==> src/rtl/hack_pkg.sv <==
// Shared FSM state type and instruction field positions for the Hack CPU sequencer.
package hack_pkg;

    typedef enum logic [2:0] {
        ST_FETCH,
        ST_DECODE,
        ST_MRD,
        ST_ALU,
        ST_MWR,
        ST_HALT
    } state_t;

    localparam int IS_C    = 15;
    localparam int A_BIT   = 12;
    localparam int CTRL_HI = 11;
    localparam int CTRL_LO = 6;
    localparam int DEST_A  = 5;
    localparam int DEST_D  = 4;
    localparam int DEST_M  = 3;
    localparam int JMP_LT  = 2;
    localparam int JMP_EQ  = 1;
    localparam int JMP_GT  = 0;

endpackage

==> src/rtl/hack_jmp_cond.sv <==
// Jump resolution: maps the 3-bit jump field and ALU flags to a taken decision.
module hack_jmp_cond
    import hack_pkg::*;
(
    input  logic [2:0] i_j,
    input  logic       i_zr,
    input  logic       i_ng,
    output logic       o_taken
);

    assign o_taken = (i_j[JMP_LT] & i_ng)
                   | (i_j[JMP_EQ] & i_zr)
                   | (i_j[JMP_GT] & ~i_ng & ~i_zr);

endmodule

==> src/rtl/hack_cpu_seq.sv <==
// Multi-cycle Hack CPU sequencer and A/D register file driving an external ALU.
// Optional halt detection on self-jumps is enabled with HACK_HALT_DET_EN.
//
// state     | meaning
// ----------+-----------------------------------------------------------
// ST_FETCH  | instr_req high, wait for instr_ack, latch ir
// ST_DECODE | A-instr executes here; C-instr chooses M read or ALU
// ST_MRD    | mem_re high at A, wait for mem_ack, latch mdr
// ST_ALU    | one-cycle writeback of A/D, jump resolution, optional M write
// ST_MWR    | mem_we high with latched address/data, wait for mem_ack
// ST_HALT   | self-jump detected, no requests, registers frozen
module hack_cpu_seq
    import hack_pkg::*;
#(
    parameter int ADDR_W   = 15,
    parameter int RESET_PC = 0
)(
    input  logic              i_clk,
    input  logic              i_rst_n,
    output logic              o_instr_req,
    output logic [ADDR_W-1:0] o_instr_addr,
    input  logic [15:0]       i_instr_data,
    input  logic              i_instr_ack,
    output logic              o_mem_re,
    output logic              o_mem_we,
    output logic [ADDR_W-1:0] o_mem_addr,
    output logic [15:0]       o_mem_wdata,
    input  logic [15:0]       i_mem_rdata,
    input  logic              i_mem_ack,
    output logic [15:0]       o_alu_x,
    output logic [15:0]       o_alu_y,
    output logic [5:0]        o_alu_ctrl,
    input  logic [15:0]       i_alu_o,
    input  logic              i_alu_zr,
    input  logic              i_alu_ng,
    output logic [15:0]       o_a_reg,
    output logic [15:0]       o_d_reg,
    output logic [ADDR_W-1:0] o_pc,
    output logic              o_halted
);

    localparam logic [ADDR_W-1:0] PC_RST = ADDR_W'(RESET_PC);
    localparam logic [ADDR_W-1:0] PC_ONE = ADDR_W'(1);

    state_t            r_state;
    logic [ADDR_W-1:0] r_pc;
    logic [15:0]       r_a;
    logic [15:0]       r_d;
    logic [15:0]       r_ir;
    logic [15:0]       r_mdr;
    logic [ADDR_W-1:0] r_mem_addr;
    logic [15:0]       r_mem_wdata;
    logic              r_instr_req;
    logic              r_mem_re;
    logic              r_mem_we;

    logic              w_taken;
    logic              w_halt_now;
    logic              w_halted;
    logic [ADDR_W-1:0] w_pc_inc;
    logic [ADDR_W-1:0] w_a_addr;

    assign w_pc_inc = r_pc + PC_ONE;
    assign w_a_addr = r_a[ADDR_W-1:0];

    hack_jmp_cond u_jmp_cond (
        .i_j     (r_ir[JMP_LT:JMP_GT]),
        .i_zr    (i_alu_zr),
        .i_ng    (i_alu_ng),
        .o_taken (w_taken)
    );

`ifdef HACK_HALT_DET_EN
    logic r_halted;

    // A taken jump whose target is the instruction itself can never leave the loop.
    assign w_halt_now = w_taken && (w_a_addr == r_pc);
    assign w_halted   = r_halted;

    always_ff @(posedge i_clk or negedge i_rst_n) begin
        if (!i_rst_n) begin
            r_halted <= 1'b0;
        end else if (r_state == ST_ALU && w_halt_now) begin
            r_halted <= 1'b1;
        end
    end
`else
    assign w_halt_now = 1'b0;
    assign w_halted   = 1'b0;
`endif

    always_ff @(posedge i_clk or negedge i_rst_n) begin
        if (!i_rst_n) begin
            r_state     <= ST_FETCH;
            r_pc        <= PC_RST;
            r_a         <= '0;
            r_d         <= '0;
            r_ir        <= '0;
            r_mdr       <= '0;
            r_mem_addr  <= '0;
            r_mem_wdata <= '0;
            r_instr_req <= 1'b0;
            r_mem_re    <= 1'b0;
            r_mem_we    <= 1'b0;
        end else begin
            case (r_state)
                ST_FETCH: begin
                    // Requests are registered, so the first fetch after reset spends one cycle raising req.
                    if (!r_instr_req) begin
                        r_instr_req <= 1'b1;
                    end else if (i_instr_ack) begin
                        r_ir        <= i_instr_data;
                        r_instr_req <= 1'b0;
                        r_state     <= ST_DECODE;
                    end
                end
                ST_DECODE: begin
                    if (!r_ir[IS_C]) begin
                        r_a         <= r_ir;
                        r_pc        <= w_pc_inc;
                        r_instr_req <= 1'b1;
                        r_state     <= ST_FETCH;
                    end else if (r_ir[A_BIT]) begin
                        r_mem_re   <= 1'b1;
                        r_mem_addr <= w_a_addr;
                        r_state    <= ST_MRD;
                    end else begin
                        r_state <= ST_ALU;
                    end
                end
                ST_MRD: begin
                    if (i_mem_ack) begin
                        r_mdr    <= i_mem_rdata;
                        r_mem_re <= 1'b0;
                        r_state  <= ST_ALU;
                    end
                end
                ST_ALU: begin
                    if (r_ir[DEST_A]) r_a <= i_alu_o;
                    if (r_ir[DEST_D]) r_d <= i_alu_o;
                    r_pc <= w_taken ? w_a_addr : w_pc_inc;
                    // The M address and jump target both use A as it was before this writeback.
                    if (r_ir[DEST_M]) begin
                        r_mem_we    <= 1'b1;
                        r_mem_addr  <= w_a_addr;
                        r_mem_wdata <= i_alu_o;
                        r_state     <= ST_MWR;
                    end else if (w_halt_now) begin
                        r_state <= ST_HALT;
                    end else begin
                        r_instr_req <= 1'b1;
                        r_state     <= ST_FETCH;
                    end
                end
                ST_MWR: begin
                    if (i_mem_ack) begin
                        r_mem_we <= 1'b0;
                        if (w_halted) begin
                            r_state <= ST_HALT;
                        end else begin
                            r_instr_req <= 1'b1;
                            r_state     <= ST_FETCH;
                        end
                    end
                end
                ST_HALT: begin
                    r_state <= ST_HALT;
                end
                default: begin
                    r_state <= ST_FETCH;
                end
            endcase
        end
    end

    assign o_instr_req  = r_instr_req;
    assign o_instr_addr = r_pc;
    assign o_mem_re     = r_mem_re;
    assign o_mem_we     = r_mem_we;
    assign o_mem_addr   = r_mem_addr;
    assign o_mem_wdata  = r_mem_wdata;
    assign o_alu_x      = r_d;
    assign o_alu_y      = r_ir[A_BIT] ? r_mdr : r_a;
    assign o_alu_ctrl   = r_ir[CTRL_HI:CTRL_LO];
    assign o_a_reg      = r_a;
    assign o_d_reg      = r_d;
    assign o_pc         = r_pc;
    assign o_halted     = w_halted;

endmodule

==> config.mk <==
export PLATFORM = sky130hd
export DESIGN_NAME = hack_cpu_seq
export DESIGN_NICKNAME = d
export VERILOG_FILES = /design/src/rtl/hack_pkg.sv /design/src/rtl/hack_jmp_cond.sv /design/src/rtl/hack_cpu_seq.sv
export SDC_FILE = /design/constraint.sdc
export NUM_CORES = 1
export LEC_CHECK = 0
export ABC_AREA = 1
export CELL_PAD_IN_SITES_DETAIL_PLACEMENT = 1
export CELL_PAD_IN_SITES_GLOBAL_PLACEMENT = 2
export CORE_MARGIN = 10
export CORE_UTILIZATION = 25
export CTS_CLUSTER_DIAMETER = 120
export DETAILED_ROUTE_END_ITERATION = 7
export GPL_ROUTABILITY_DRIVEN = 1
export GPL_TIMING_DRIVEN = 0
export MAX_ROUTING_LAYER = met4
export PLACE_DENSITY = 0.78
export RECOVER_POWER = 100
export SLEW_MARGIN = 20
export SYNTH_ARGS = -nofsm -noshare
export SYNTH_HDL_FRONTEND = slang
export SYNTH_HIERARCHICAL = 1
export SYNTH_SLANG_ARGS = --single-unit
export TNS_END_PERCENT = 1
==> constraint.sdc <==
create_clock -name i_clk -period 2 [get_ports i_clk]
set_input_delay 0.4 -clock i_clk [delete_from_list [all_inputs] [get_ports i_clk]]
set_output_delay 0.4 -clock i_clk [all_outputs]
set_load 0.05 [all_outputs]
==> metrics <==
status complete, no violations; Initial Utilization 25.7%; mapped cell area 5450 sq um; commonest cells after routing, fill and taps aside nand2_1, dfrtp_1, dlygate4sd2_1, o21ai_0, nor2_1; Setup WS pre-CTS -0.602 ns; Sink Count 116; Post-DP HPWL 17.1 mm; row cnt 53; Worst R2R Path Depth 7; crit path kind register to output port; Clock transition at path regs 0.06 ns; Post-Syn Instances 675; post-synth cell types 30; minimum clock period 1.96 ns; Post-synth EDFFs 0; YS warnings 6; Slew @ Worst Pin 0.928 ns; Max clock buf depth 2; top-area cell type share of the netlist area 53.2%; htree depth 4; clock buffer count from CTS 17; largest net degree at the start of global routing 70; Syn Nets 730; per-cell routed wire length 18.8 um; Final Hold Vio Count 0; CP Data Arrival Time 1.56 ns; Antenna Nets Post-Route 0; top_reg_cell synth dfrtp_1; total die area 28,100 sq um; Max VDD drop 0.000481 V; # Max-Cap Violations 0; Pwr per Cell Area 729 nW/um^2; cell taking the most area after synthesis dfrtp_1; Power Total 5.84 mW; DR iter-0 viols 178; Crit. End Element output port; Fillers 2,592; routability congestion estimate 0.765; Hold Slack 0.455 ns; final setup skew 0.0141 ns; DRT Pass-1 Iters 6; Max-slew headroom 38.1%; commonest non-fill, non-tap cell in the layout nand2_1; sequential area share after synthesis 53.2%; Core ar. 21,200 sq um; fraction of layout instances using a drive strength above 1 16.8%; routed via count 5,258; worst min-delay path class input pin to asynchronous set/reset pin; Syn Area/Cell 8.08 sq um; area grow syn2layout 46.9%; fin util 37.7%; Post-route DRC 0; Post-synth ARST share 100%; # IOs 189; die width 168 um; vias in the first global route 5,765; clk root buf clkbuf_16; Post-Route WL 22.1 mm; final worst slack 0.0402 ns; DR vias/cell 4.48; CTS tree built; Non-Filler Cell Area, Final 8010 sq um; top post-synthesis cells by area dfrtp_1, nand2_1, o21ai_0, buf_4, nor2_1; Area after DPL 7700 sq um; initial antenna violation count 1; final setup violation count 0; f_max 510 MHz; clk_lat worst skew 0.43 ns; P_leak 4.08 nW; pins over their slew limit 0; GRT Resource Usage Total 16.2%; WP data required 1.60 ns; GRT overflow 0; die height 168 um; first-pass GRT wire length 34.3 mm; CP Max Fanout 10; post-synthesis register bit count 116; fin crit share 98.0%; I/O Buffers 187; Critical Path Start Type register; Layout Nets 939
[layer usage]
| metal | up-vias | track usage, % | part of all wire [%] |
|---|---|---|---|
| met5 | - | - | 0 |
| met4 | 0 | 4.66 | 1.2 |
| met3 | 17 | 5.52 | 6.7 |
| met2 | 139 | 24.4 | 46 |
| met1 | 2566 | 20.1 | 46 |
| li1 | 2536 | - | - |
[cell usage after synthesis, drive strengths merged, types with 2 or more instances]
cell / instances
nand2: 218
dfrtp: 116
o21ai: 79
inv: 59
nor2: 57
buf: 50
a21oi: 29
nand3: 22
clkbuf: 14
o22ai: 14
nand4: 5
nand3b: 2
[layout make-up]
class / instances / area, sq um / area share (%)
Sequential cell: 116 / 2900 / 36.3
Multi-Input combinational cell: 436 / 1920 / 24.0
Timing Repair Buffer: 191 / 1580 / 19.7
Clock buffer: 17 / 425 / 5.31
Buffer: 63 / 404 / 5.05
Tap cell: 275 / 344 / 4.30
Inverter: 59 / 221 / 2.77
Clock inverter: 15 / 206 / 2.58
Antenna cell: 1 / 2.50 / 0.0313
[cells by family (layout without fill, tap and decap cells)]
group,count (synthesis),after routing,share of synthesized area [%]
other,1,2,0.0688
AO/OA/AOI/OAI,127,127,12.3
AND/OR/NAND/NOR,306,306,22.7
flip-flops,116,116,53.2
XOR/XNOR,1,1,0.161
buffers and inverters,123,345,11.4
adder cells (fa/ha/maj),1,1,0.229
[power breakdown]
| group | total (mW) | internal, mW | switching [mW] | leakage [nW] |
|---|---|---|---|---|
| Sequential | 2.35 | 2.35 | 0 | 1.27 |
| Clock | 3.30 | 2.09 | 1.21 | 0.292 |
| Combinational | 0.188 | 0.0979 | 0.0904 | 2.52 |
[stage by stage]
| stage | TNS [ns] | cells |
|---|---|---|
| 6_report | 0 | 1173 |
| 2_1_floorplan | -3.92 | 675 |
| 4_1_cts | -0.00652 | 1170 |
| 3_5_place_dp | -8.86 | 1138 |
| 5_1_grt | -0.0171 | 1173 |
| 3_3_place_gp | -521.34 | 1137 |
[final timing paths]
check	from	to	slack, ns
max in group asynchronous	i_rst_n	o_mem_wdata[10]$_DFFE_PN0P_	0.29
min	i_rst_n	o_instr_addr[14]$_DFFE_PN0P_	0.46
min in group i_clk	o_mem_we$_DFFE_PN0P_	o_mem_we$_DFFE_PN0P_	0.47
max reg2reg	r_state[2]$_DFFE_PN0P_	o_instr_addr[7]$_DFFE_PN0P_	0.19
min reg2reg	o_mem_we$_DFFE_PN0P_	o_mem_we$_DFFE_PN0P_	0.47
max	r_ir[12]$_DFFE_PN0P_	o_alu_y[13]	0.04
[critical path, cell delays in order, from the launching register on]
cell	delay, ns
dfrtp_2	0.47
clkbuf_4	0.21
o21ai_0	0.20
buf_4	0.24
[what timing repair did]
| item | in CTS | in global routing |
|---|---|---|
| endpoints found under the setup margin | 133 | 20 |
| hold buffers | 1 | 0 |
| hold endpoints to repair | 47 | 0 |
| gates cloned | 0 | 0 |
| buffers inserted | 0 | 2 |
| resized for setup | 241 | 12 |
Power figures use the tool's default switching activity.
